==> src/rtl/ascon_sca_pkg.sv <==
// ascon_sca_pkg: shared widths, bdi type codes and xorshift64 helpers for the masked Ascon front-end
package ascon_sca_pkg;

    localparam int NUM_SHARES_DEFAULT = 2;
    localparam int CCW_DEFAULT        = 32;
    localparam int CCSW_DEFAULT       = 32;

    localparam logic [3:0] D_NULL = 4'h0;
    localparam logic [3:0] D_AD   = 4'h1;
    localparam logic [3:0] D_MSG  = 4'h2;
    localparam logic [3:0] D_TAG  = 4'h3;
    localparam logic [3:0] D_HASH = 4'h4;

    localparam logic [63:0] XORSHIFT_GOLDEN = 64'h9E3779B97F4A7C15;

    function automatic logic [63:0] xorshift64_step(input logic [63:0] x);
        logic [63:0] y;
        y = x ^ (x << 13);
        y = y ^ (y >> 7);
        y = y ^ (y << 17);
        return y;
    endfunction

endpackage

==> src/rtl/ascon_xorshift64.sv <==
// ascon_xorshift64: one xorshift64 PRNG lane with offset seed load and all-zero protection
module ascon_xorshift64
    import ascon_sca_pkg::*;
#(
    parameter logic [63:0] OFFSET = 64'h0
) (
    input  logic        clk,
    input  logic        rst,
    input  logic [63:0] seed,
    input  logic        load,
    input  logic        en,
    output logic [63:0] state
);

    logic [63:0] seed_mix;

    assign seed_mix = seed ^ OFFSET;

    // Load a lane-specific seed (zero is replaced so the lane never locks up) or advance one step
    always_ff @(posedge clk or negedge rst) begin
        if (!rst)
            state <= '0;
        else if (load)
            state <= (seed_mix == '0) ? 64'h1 : seed_mix;
        else if (en)
            state <= xorshift64_step(state);
    end

endmodule

==> src/rtl/ascon_input_masker.sv <==
// ascon_input_masker: splits unmasked key/bdi words into Boolean shares behind one register stage each
module ascon_input_masker
    import ascon_sca_pkg::*;
#(
    parameter int NUM_SHARES = NUM_SHARES_DEFAULT,
    parameter int CCW        = CCW_DEFAULT,
    parameter int CCSW       = CCSW_DEFAULT
) (
    input  logic                       clk,
    input  logic                       rst,
    input  logic [63:0]                seed,
    input  logic                       seed_valid,
    output logic                       seeded,
    input  logic [CCSW-1:0]            key_u,
    input  logic                       key_u_valid,
    output logic                       key_u_ready,
    output logic [NUM_SHARES*CCSW-1:0] key,
    output logic                       key_valid,
    input  logic                       key_ready,
    input  logic [CCW-1:0]             bdi_u,
    input  logic                       bdi_u_valid,
    output logic                       bdi_u_ready,
    input  logic [3:0]                 bdi_u_type,
    input  logic                       bdi_u_eot,
    input  logic                       bdi_u_eoi,
    output logic [NUM_SHARES*CCW-1:0]  bdi,
    output logic                       bdi_valid,
    input  logic                       bdi_ready,
    output logic [3:0]                 bdi_type,
    output logic                       bdi_eot,
    output logic                       bdi_eoi
);

    localparam int KEY_R = (NUM_SHARES - 1) * CCSW;
    localparam int BDI_R = (NUM_SHARES - 1) * CCW;
    localparam int LANES = (KEY_R + BDI_R + 63) / 64;

    logic [LANES*64-1:0]        pool;
    logic                       run;
    logic                       key_acc;
    logic                       bdi_acc;
    logic [NUM_SHARES*CCSW-1:0] key_m;
    logic [NUM_SHARES*CCW-1:0]  bdi_m;
    logic [CCSW-1:0]            key_s0;
    logic [CCW-1:0]             bdi_s0;

    assign run         = seeded & ~seed_valid;
    assign key_u_ready = run & (~key_valid | key_ready);
    assign bdi_u_ready = run & (~bdi_valid | bdi_ready);
    assign key_acc     = key_u_valid & key_u_ready;
    assign bdi_acc     = bdi_u_valid & bdi_u_ready;

    for (genvar i = 0; i < LANES; i++) begin : g_lane
        ascon_xorshift64 #(.OFFSET(XORSHIFT_GOLDEN * 64'(i))) u_lane (
            .clk   (clk),
            .rst   (rst),
            .seed  (seed),
            .load  (seed_valid),
            .en    (run),
            .state (pool[i*64 +: 64])
        );
    end

    // Shares 1..N-1 come straight from the pool (key low, bdi above it); share 0 absorbs the word
    always_comb begin
        key_m  = '0;
        bdi_m  = '0;
        key_s0 = key_u;
        bdi_s0 = bdi_u;
        for (int i = 1; i < NUM_SHARES; i++) begin
            key_m[i*CCSW +: CCSW] = pool[(i-1)*CCSW +: CCSW];
            bdi_m[i*CCW +: CCW]   = pool[KEY_R + (i-1)*CCW +: CCW];
            key_s0 = key_s0 ^ pool[(i-1)*CCSW +: CCSW];
            bdi_s0 = bdi_s0 ^ pool[KEY_R + (i-1)*CCW +: CCW];
        end
        key_m[CCSW-1:0] = key_s0;
        bdi_m[CCW-1:0]  = bdi_s0;
    end

    // Seeded flag stays set until the next reset
    always_ff @(posedge clk or negedge rst) begin
        if (!rst)
            seeded <= 1'b0;
        else if (seed_valid)
            seeded <= 1'b1;
    end

    // Key stage: capture masked word on accept, drop valid once drained
    always_ff @(posedge clk or negedge rst) begin
        if (!rst) begin
            key       <= '0;
            key_valid <= 1'b0;
        end else if (key_acc) begin
            key       <= key_m;
            key_valid <= 1'b1;
        end else if (key_ready) begin
            key_valid <= 1'b0;
        end
    end

    // Bdi stage: same handshake as key, sideband travels with the shares
    always_ff @(posedge clk or negedge rst) begin
        if (!rst) begin
            bdi       <= '0;
            bdi_valid <= 1'b0;
            bdi_type  <= D_NULL;
            bdi_eot   <= 1'b0;
            bdi_eoi   <= 1'b0;
        end else if (bdi_acc) begin
            bdi       <= bdi_m;
            bdi_valid <= 1'b1;
            bdi_type  <= bdi_u_type;
            bdi_eot   <= bdi_u_eot;
            bdi_eoi   <= bdi_u_eoi;
        end else if (bdi_ready) begin
            bdi_valid <= 1'b0;
        end
    end

endmodule

==> config.mk <==
export PLATFORM = sky130hd
export DESIGN_NAME = ascon_input_masker
export DESIGN_NICKNAME = d
export VERILOG_FILES = /design/src/rtl/ascon_sca_pkg.sv /design/src/rtl/ascon_xorshift64.sv /design/src/rtl/ascon_input_masker.sv
export SDC_FILE = /design/constraint.sdc
export NUM_CORES = 1
export LEC_CHECK = 0
export CAP_MARGIN = 25
export CORE_MARGIN = 4
export CORE_UTILIZATION = 50
export DETAILED_ROUTE_END_ITERATION = 8
export PLACE_DENSITY_LB_ADDON = 0.12
export SYNTH_ARGS = -nofsm -noshare
export SYNTH_HDL_FRONTEND = slang
export SYNTH_SLANG_ARGS = --single-unit
==> constraint.sdc <==
create_clock -name clk -period 5.6 [get_ports clk]
set_clock_uncertainty 0.05 [all_clocks]
set_input_delay 0.84 -clock clk [delete_from_list [all_inputs] [get_ports clk]]
set_output_delay 0.84 -clock clk [all_outputs]
set_load 0.005 [all_outputs]
==> results.json, run 1 <==
{
  "antenna_cells": 0,
  "gp_congestion": 0.8648,
  "synth_ff_type": "dfrtp_1",
  "cts_buffers": 23,
  "yosysWarnings": 0,
  "multi_input_area_sq_um": 5628,
  "hold_viol_final": 0,
  "grt_usage_pct": 23.62,
  "cts-htree-levels": 1,
  "path_max_fanout": 22,
  "clkLatencyLatePin_ns": 0.50,
  "cts_buffer_depth": 3,
  "dp_hpwl_mm": 21.59,
  "io_buffers": 279,
  "synthArstFlopShare_pct": 100.0,
  "end_kind": "output pin",
  "fill_cells": 1733,
  "antenna_found_initial": 0,
  "cp_data_required_time_ns": 4.71,
  "synth_edf_count": 0,
  "die_w_microns": 157.3,
  "grt_setup_unrepaired": "no",
  "coreArea_sq_um": 21890,
  "worstSetupPathType": "reg2out",
  "arrival_ns": 2.65,
  "cts_sinks": 201,
  "initial_core_util_pct": 50.93,
  "rows": 54,
  "die_h_microns": 157.3,
  "ant_nets": 0,
  "path_clk_slew_ns": 0.06,
  "die-area_sq_um": 24750,
  "peakVddDrop_uv": 379.8,
  "cts_hold_buffers": 0,
  "setup_viol": 0,
  "synth_cells": 959,
  "synth_area_sq_um": 11150,
  "combinationalPowerShare_pct": 59.9,
  "cts_tree": "yes",
  "area_growth_pct": 31.57,
  "routed_wl_mm": 29.66,
  "num_vias": 7614,
  "p_switching_uw": 4197,
  "final_common_cell": "clkdlybuf4s50_1",
  "holdWs_ns": 0.3428,
  "fin_crit_ns": 3.544,
  "grt_pass1_vias": 7804,
  "maxCapViolCount": 0,
  "fmax_mhz": 282.1,
  "synth_seq_cells": 201,
  "io_pins": 280,
  "seq_area_sq_um": 5030,
  "placed_area_sq_um": 13860,
  "report.final.slew_viol_count": 0,
  "seqPwrFrac_pct": 27.2,
  "p_leak_uw": 0.006421,
  "cp-start-kind": "flip-flop",
  "layout.nets": 1317,
  "seq_area_frac_synth_pct": 45.11,
  "cts_setup_buffers": 0,
  "drive_above_1_share_pct": 13.52,
  "via_per_inst": 5.176,
  "grt.overflow.total": 0,
  "routedWlPerCell_microns": 20.16,
  "drcViolationCount": 0,
  "fin_crit_sh_pct": 63.29,
  "powerDensity_nw_per_um2": 803.4,
  "drt_iter0_drc": 412,
  "intPower_uw": 7588,
  "yosysUniqueCellTypes": 40,
  "final_cell_mix": "277 x clkdlybuf4s50_1, 201 x dfrtp_1, 161 x xnor2_1",
  "fin_tns_setup_ns": 0,
  "ctsRootBufferMaster": "clkbuf_16",
  "tightest_slew_ns": 0.9400,
  "max_slew_margin_pct": 37.33,
  "firstDrtPassIters": 5,
  "syn_area_per_cell_sq_um": 11.63,
  "hold_path_class": "in2async",
  "pwr-share-clk_pct": 13.0,
  "fin_area_sq_um": 14670,
  "swShare_pct": 35.62,
  "grt_max_degree": 111,
  "syn_nets": 1100,
  "status": "complete, no violations",
  "post_cts_resized": 0,
  "grt_pass1_wl_mm": 45.53
}
[cells in the mapped netlist, types with 2 or more instances]
cell type  count  area share, %
nand4_1        4           0.22
xor2_1        39            3.1
buf_6          8           0.81
xnor3_2        6            1.3
nand2_1      138            4.6
nand2b_1       3           0.17
a2bb2oi_1      2           0.16
buf_4          8           0.54
o21ai_0       91            4.1
xnor2_2        7            1.0
xnor3_1       42            8.5
buf_2         38            1.7
a21oi_1        6           0.27
inv_1          6           0.20
nor2_1        19           0.64
mux2_2       100             10
nor4_1        19            1.1
buf_1          6           0.20
clkbuf_1      31            1.0
o21ai_1        2          0.090
dfrtp_1      201             45
xnor2_1      161             13
xor3_1         5            1.1
[layout make-up]
type | count | area share (%)
inverter | 6 | 0.1535
sequential | 201 | 34.29
timing repair buffer | 284 | 19.51
clock buffer | 34 | 4.751
tap | 280 | 2.388
clock inverter | 6 | 0.5459
multi-input combinational | 660 | 38.37
[through the flow]
| stage | total power (uW) | worst slack, ns | utilization (%) | instances |
|---|---|---|---|---|
| after floorplan | 8243 | 3.444 | - | 959 |
| after global placement | 10120 | 2.321 | 63.33 | 1430 |
| after detailed placement | 10240 | 2.284 | 63.33 | 1430 |
| after CTS | 11850 | 2.050 | 66.88 | 1470 |
| after global routing | 12590 | 1.910 | 67.01 | 1471 |
| final | 11780 | 2.056 | 67.01 | 1471 |
[power groups by stage]
stage / Sequential, uW / Clock [uW] / Combinational, uW
finish: 3200 / 1530 / 7060
global route: 3300 / 1630 / 7650
CTS: 3210 / 1570 / 7080
detailed placement: 3230 / 0 / 7010
global placement: 3200 / 0 / 6910
floorplan: 2520 / 0 / 5720
[cell families after synthesis]
logic type,Yosys count,synth area share [%]
compound gates,109,5.196
simple gates,188,7.025
flops,201,45.11
mux,101,10.19
xor+xnor,262,27.93
buf+inv,98,4.545
[layer usage]
| metal | global-route usage (%) | share of wire, % | vias to the layer above |
|---|---|---|---|
| met4 | 4.220 | 1.4 | 0 |
| met5 | 0 | 0 | - |
| met3 | 5.334 | 8.6 | 31 |
| met2 | 38.27 | 47 | 289 |
| li1 | - | - | 3586 |
| met1 | 33.36 | 43 | 3708 |
[final timing paths]
check | from | to | slack (ns) | cells after the start
min | rst | bdi_eot | 0.34 | 1
min in group clk | bdi[15] | bdi[15] | 0.43 | 2
max reg2reg | seeded | key[37] | 2.76 | 4
min reg2reg | bdi[15] | bdi[15] | 0.43 | 2
max in group asynchronous | rst | key[4] | 4.06 | 2
max | seeded | key_u_ready | 2.06 | 3
[worst max-delay path, cell delays in order, from the launching register on]
cell,delay [ns]
dfrtp_1,0.84
nand2b_1,0.38
a21oi_1,0.35
clkdlybuf4s50_1,0.57
[registers in the layout, indices dropped and copies added, names as in the netlist]
| name | flops |
|---|---|
| bdi_valid | 1 |
| key | 64 |
| bdi_eot | 1 |
| key_valid | 1 |
| seeded | 1 |
| g_lane.u_lane.state | 64 |
| bdi | 64 |
| bdi_eoi | 1 |
| bdi_type | 4 |
No activity file was read; power rests on OpenSTA's default activity.
==> run 2, diff against run 1 <==
Clock period 5.6 ns to 3.47 ns, I/O delays scaled along.
==> results.json, run 2 (synthesis results as in run 1) <==
{
  "cts_setup_buffers": 0,
  "io_pins": 280,
  "holdWs_ns": 0.01761,
  "final_cell_mix": "277 x clkdlybuf4s50_1, 201 x dfrtp_1, 161 x xnor2_1",
  "die_h_microns": 157.3,
  "top_regs": "bdi: 64 flops, g_lane.u_lane.state: 64 flops, key: 64 flops",
  "io_buffers": 279,
  "critPathCapture": "bdi_u_ready",
  "routedWlPerCell_microns": 20.32,
  "path_clk_slew_ns": 0.06,
  "cts-htree-levels": 1,
  "post_cts_resized": 0,
  "highest_layer": "met4",
  "status": "complete, no violations",
  "fin_crit_ns": 2.900,
  "coreArea_sq_um": 21890,
  "gp_congestion": 0.8192,
  "antenna_cells": 0,
  "grt_pass1_wl_mm": 46.22,
  "fill_cells": 1753,
  "grt_setup_unrepaired": "no",
  "drt_iter0_drc": 676,
  "fin_tns_setup_ns": 0,
  "final_common_cell": "clkdlybuf4s50_1",
  "grt.overflow.total": 0,
  "setup_viol": 0,
  "path_max_fanout": 15,
  "timing.critical_path.from": "seeded",
  "arrival_ns": 2.33,
  "ctsRootBufferMaster": "clkbuf_16",
  "layout.nets": 1323,
  "antenna_found_initial": 0,
  "cp_data_required_time_ns": 2.90,
  "dp_hpwl_mm": 21.92,
  "num_vias": 7607,
  "grt_max_degree": 88,
  "wl_met2_mm": 14.52,
  "hold_path_class": "in2async",
  "hold_viol_final": 0,
  "r2r_end": "bdi[42]",
  "peakVddDrop_uv": 643.4,
  "wirelength_met1_mm": 12.71,
  "ant_nets": 0,
  "cp-start-kind": "flip-flop",
  "clkLatencyLatePin_ns": 0.51,
  "met3_length_mm": 2.392,
  "firstDrtPassIters": 5,
  "grt_pass1_vias": 7897,
  "initial_core_util_pct": 50.93,
  "grt_usage_pct": 24.08,
  "rr_worst_depth": 5,
  "area_growth_pct": 32.21,
  "drive_above_1_share_pct": 14.10,
  "tightest_slew_ns": 0.7956,
  "rr_startpoint": "seeded",
  "fmax_mhz": 344.8,
  "powerDensity_nw_per_um2": 1298,
  "die_w_microns": 157.3,
  "report.final.slew_viol_count": 0,
  "maxCapViolCount": 0,
  "cts_sinks": 201,
  "via_per_inst": 5.143,
  "end_kind": "output pin",
  "cts_buffer_depth": 3,
  "routed_wl_mm": 30.05,
  "die-area_sq_um": 24750,
  "cts_tree": "yes",
  "cts_hold_buffers": 0,
  "max_slew_margin_pct": 46.90,
  "drcViolationCount": 0,
  "cts_buffers": 23,
  "fin_crit_sh_pct": 83.57,
  "rows": 54,
  "worstSetupPathType": "reg2out",
  "p_leak_uw": 0.006465,
  "rrSetupSlack_ns": 1.05
}
run 2: cell types whose count changed in the layout (fill, tap and decap cells not counted), sizes merged:
cell    change
buf         +6
inv         +3
clkbuf      -1
run 2: layout make-up:
cell class	count	area, sq um	share of cell area [%]
Tap cell	280	350.3	2.377
Multi-Input combinational cell	660	5628	38.18
Timing Repair Buffer	290	2924	19.84
Inverter	6	22.52	0.1528
Clock buffer	33	683.2	4.635
Sequential cell	201	5030	34.12
Clock inverter	9	102.6	0.6960
run 2: how the worst min path moves through the flow:
stage / start / endpoint / slack, ns / cells past startpoint
global route: rst / bdi[47] / 0.05 / 1
detailed placement: bdi[5] / bdi[5] / 0.42 / 2
floorplan: rst / bdi[0] / 0.17 / 0
global placement: bdi[5] / bdi[5] / 0.41 / 2
CTS: rst / bdi[47] / 0.04 / 1
finish: rst / bdi[47] / 0.02 / 1
run 2: per-layer routing:
metal	up-vias	track usage, %
met4	0	3.933
met5	-	0
met3	32	5.004
met2	277	40.02
met1	3694	33.53
li1	3604	-
run 2: worst max-delay path, stage by stage, from the launching register on:
cell and delay, ns:
dfrtp_1 0.65, nand2b_1 0.29, a21oi_1 0.33, clkdlybuf4s50_1 0.56
run 2: stage by stage:
stage	util, %	total power, uW	std cells	instance area, sq um	setup slack, ns
final	67.34	19140	1479	14740	0.5700
after global routing	67.34	20340	1479	14740	0.4602
after CTS	67.34	19210	1479	14740	0.5135
after detailed placement	63.75	16540	1437	13950	0.9934
after global placement	63.75	16370	1437	13950	1.021
after floorplan	-	13300	959	11150	1.554
run 2: power by group:
group	switching (uW)	leakage, uW	internal, uW
logic	4220	0.00366	7250
registers	1690	0.00241	3480
clock network	967	0.000394	1520
total	6880	0.00647	12300
==> RTL change 1: new RTL, settings of run 1 <==
Set the package constant `CCSW_DEFAULT` to 48 (it was 32).
--- a/src/rtl/ascon_sca_pkg.sv
+++ b/src/rtl/ascon_sca_pkg.sv
@@ -4,5 +4,5 @@
     localparam int NUM_SHARES_DEFAULT = 2;
     localparam int CCW_DEFAULT        = 32;
-    localparam int CCSW_DEFAULT       = 32;
+    localparam int CCSW_DEFAULT       = 48;
 
     localparam logic [3:0] D_NULL = 4'h0;
Interface: changed (resized key and key_u); port bits go from 280 to 328. No check against the original RTL was run, so the function may have changed too.
==> RTL change 1 against run 1 <==
Cell area grew 52%. Fmax shrank 0.71%. Sequential power grew 54%. Critical path depth is the same. Power grew 66%. Area after synthesis grew 60%. Sequential cell count grew 96. Via count grew 60%. Clock power grew 58%. Worst setup slack lost 0.025 ns. Routed wire length grew 73%.
==> RTL change 1: results <==
{
  "synth_area_leaders": "dfrtp_1, xnor2_1, xnor3_1",
  "gp_congestion": 0.8794,
  "reg_top3": "g_lane.u_lane.state: 128 flops, key: 96 flops, bdi: 64 flops",
  "dpl.hpwl_um": 37470,
  "place_area_um2": 21050,
  "status": "completed",
  "layout.cells.non_filler": 2246,
  "leakagePower_uw": 0.01002,
  "via_count": 12150,
  "grt_util_met3_pct": 3.761,
  "grt_use_met1_pct": 36.60,
  "io_buffers": 327,
  "multi_input_area_um2": 9657,
  "crit_slowest_cell": "dfrtp_4",
  "synth_cell_types": 48,
  "routedWlPerCell_um": 22.90,
  "pre_cts_slack_ns": 2.274,
  "synth_common_cells": "dfrtp_1, xnor2_1, nand2_1",
  "fin_util_pct": 63.95,
  "sh_seq_area_pct": 33.33,
  "drive_above_1_share_pct": 11.56,
  "max_stage_delay_ns": 0.87,
  "synth_seq_cells": 297,
  "intPower_uw": 12460,
  "pg_seq_uw": 4920,
  "final.fill_count": 2797,
  "drt_iter0_markers": 799,
  "clock_cell_area_share_pct": 5.435,
  "htreeDepth": 2,
  "track_usage_pct": 26.09,
  "ys_seq_area_share_pct": 41.68,
  "syn-num-nets": 1700,
  "fin_nets": 1926,
  "use_met2_pct": 43.14,
  "grt_first_pass_wirelength_um": 77340,
  "powerComb_uw": 12300,
  "relSlewSlack_pct": 33.17,
  "syn_area_um2": 17830,
  "nonClkBufAreaFrac_pct": 15.27,
  "cp.arrival_ns": 2.68,
  "numCtsBuffers": 35,
  "path_max_fanout": 59,
  "inverters": 7,
  "pg_clk_uw": 2410
}
## RTL change 1: cells by family (layout without fill, tap and decap cells)
kind of cell,after synthesis,after routing,share of synthesized area [%]
XOR/XNOR,474,474,32.67
AND/OR/NAND/NOR,300,300,7.206
flip-flops,297,297,41.68
AO/OA/AOI/OAI,188,188,6.168
buffers and inverters,155,402,4.245
multiplexers,129,129,8.027
other,0,1,0
## RTL change 1: layer usage
| metal | part of all wire (%) | vias to the layer above |
|---|---|---|
| met1 | 42 | 6051 |
| met3 | 6.6 | 103 |
| met4 | 3.0 | 0 |
| met5 | 0 | - |
| met2 | 48 | 459 |
| li1 | - | 5535 |
## RTL change 1: worst paths after layout
check / start / to / slack, ns / cells past startpoint
min reg2reg: key[6] / key[6] / 0.42 / 2
min: rst / key[39] / 0.34 / 1
max in group asynchronous: rst / g_lane[1].u_lane.state[9] / 3.92 / 2
max reg2reg: seeded / key[88] / 2.45 / 5
max: seeded / bdi_u_ready / 2.03 / 3
min in group clk: key[6] / key[6] / 0.42 / 2
==> RTL change 2: new RTL, config.mk and constraints of run 1 <==
Without the edit above. Make the reset (`rst`) synchronous in 4 clocked blocks.
--- a/src/rtl/ascon_xorshift64.sv
+++ b/src/rtl/ascon_xorshift64.sv
@@ -18,5 +18,5 @@
 
     // Load a lane-specific seed (zero is replaced so the lane never locks up) or advance one step
-    always_ff @(posedge clk or negedge rst) begin
+    always_ff @(posedge clk) begin
         if (!rst)
             state <= '0;
--- a/src/rtl/ascon_input_masker.sv
+++ b/src/rtl/ascon_input_masker.sv
@@ -79,5 +79,5 @@
 
     // Seeded flag stays set until the next reset
-    always_ff @(posedge clk or negedge rst) begin
+    always_ff @(posedge clk) begin
         if (!rst)
             seeded <= 1'b0;
@@ -87,5 +87,5 @@
 
     // Key stage: capture masked word on accept, drop valid once drained
-    always_ff @(posedge clk or negedge rst) begin
+    always_ff @(posedge clk) begin
         if (!rst) begin
             key       <= '0;
@@ -100,5 +100,5 @@
 
     // Bdi stage: same handshake as key, sideband travels with the shares
-    always_ff @(posedge clk or negedge rst) begin
+    always_ff @(posedge clk) begin
         if (!rst) begin
             bdi       <= '0;
Formal check against the unedited RTL: differs if rst is asserted again (counterexample within 4 cycles, from zero or initial values and one cycle with rst low); with rst held inactive, the same outputs for 4 cycles.
==> RTL change 2 against run 1 <==
Sequential share of layout area fell by 5.3 points. Critical path depth up 2. Worst setup slack improved by 0.028 ns. Global-route usage rose by 3.8 points. Final cell count is 13% higher. Cell area is 5.2% lower. Routed wire length increased by 13%. Sequential cell count is the same. Area after synthesis fell by 5.7%. Core utilization increased by 1.1 points. Highest routed layer unchanged.
Power is not compared: it rests on default switching activity, and its combinational part moved more than twofold at a synthesized area within 25%.
==> RTL change 2: results <==
{
  "synth_area_leaders": "dfxtp_1, xnor2_1, xnor3_1",
  "clkPwrFrac_pct": 31.8,
  "wl_met1_um": 14490,
  "htreeDepth": 1,
  "synth_common_cells": "dfxtp_1, nand2_1, xnor2_1",
  "dpl.hpwl_um": 23870,
  "grt_util_met3_pct": 5.796,
  "ys_seq_area_share_pct": 38.27,
  "cp.arrival_ns": 2.63,
  "crit_family": "buffers and inverters",
  "fin_nets": 1512,
  "gp_congestion": 0.8919,
  "intPower_uw": 3121,
  "firstDrtPassIters": 5,
  "root_buffer": "clkbuf_16",
  "tightestPinTransition_ns": 1.050,
  "worstSkewPairLatency_ns": 0.51,
  "crit_slowest_cell": "clkdlybuf4s50_1",
  "wl_met3_um": 2939,
  "dr_wl_met2_um": 15230,
  "io_buffers": 279,
  "max_stage_delay_ns": 0.55,
  "numCtsBuffers": 23,
  "status": "completed",
  "peakVddDrop_mv": 0.2148,
  "postCtsSetupBuffers": 0,
  "routed.top_layer": "met4",
  "clockBufferDepth": 3,
  "routedWlPerCell_um": 20.28,
  "reg_top3": "bdi: 64 flops, g_lane.u_lane.state: 64 flops, key: 64 flops",
  "synth_cell_types": 33,
  "antenna_found_initial": 0,
  "drt_iter0_markers": 811,
  "leakagePower_uw": 0.004946,
  "grt_start_max_net_pins": 103,
  "async_reset_ff_share_pct": 0,
  "powerComb_uw": 1290,
  "cts_resized": 0,
  "clk_pin_slew_ns": 0.05,
  "grt_pass1_vias": 8552,
  "syn-num-nets": 1323,
  "grt_use_met1_pct": 38.91,
  "drive_above_1_share_pct": 4.335,
  "hold_path_class": "flip-flop to flip-flop",
  "path_max_fanout": 31,
  "track_usage_pct": 27.39,
  "via_count": 9007,
  "yosys_warnings": 0,
  "grt_first_pass_wirelength_um": 50870,
  "use_met2_pct": 42.68
}
[RTL change 2: area by class of cell]
class	count	area, um^2
well taps	270	337.8
fillers	1681	6521
inverters	3	13.76
diodes	1	2.502
clock buffers	33	673.1
repair buffers	290	2915
multi-input cells	852	5909
flip-flops and latches	201	4025
clock inverters	5	31.28
[RTL change 2: worst paths after layout]
kind               from                          to  slack, ns  cells past startpoint
max reg2reg      seeded  g_lane[0].u_lane.state[38]       3.23                      5
max          seed_valid                 bdi_u_ready       2.08                      5
min reg2reg     key[47]                     key[47]       0.40                      2
min             key[47]                     key[47]       0.40                      2
[RTL change 2: logic make-up (layout without fill, tap and decap cells)]
logic type | count (synthesis) | after routing | share of synthesized area (%)
AND/OR/NAND/NOR | 366 | 366 | 14.45
XOR/XNOR | 261 | 261 | 28.18
AO/OA/AOI/OAI | 224 | 224 | 13.45
flip-flops | 201 | 201 | 38.27
buffers and inverters | 129 | 331 | 5.558
multiplexers | 1 | 1 | 0.09521
other | 0 | 1 | 0
[RTL change 2: worst reg2reg max path, stage by stage (launching register included)]
cell and delay, ns:
dfxtp_2 0.33, buf_4 0.54, inv_1 0.70, nor2_1 0.32, xnor2_1 0.10, a211oi_1 0.24
[RTL change 2: metrics by stage]
step | power [uW] | utilization [%] | instances | cell area (um^2) | setup WS (ns)
final | 4458 | 68.08 | 1655 | 13910 | 2.084
after detailed placement | 3050 | 64.48 | 1615 | 13170 | 2.038
after CTS | 4464 | 67.93 | 1653 | 13880 | 2.123
after global placement | 3029 | 64.35 | 1614 | 13150 | 2.138
after global routing | 4648 | 68.07 | 1654 | 13910 | 2.015
after floorplan | 2665 | - | 1182 | 10510 | 3.512
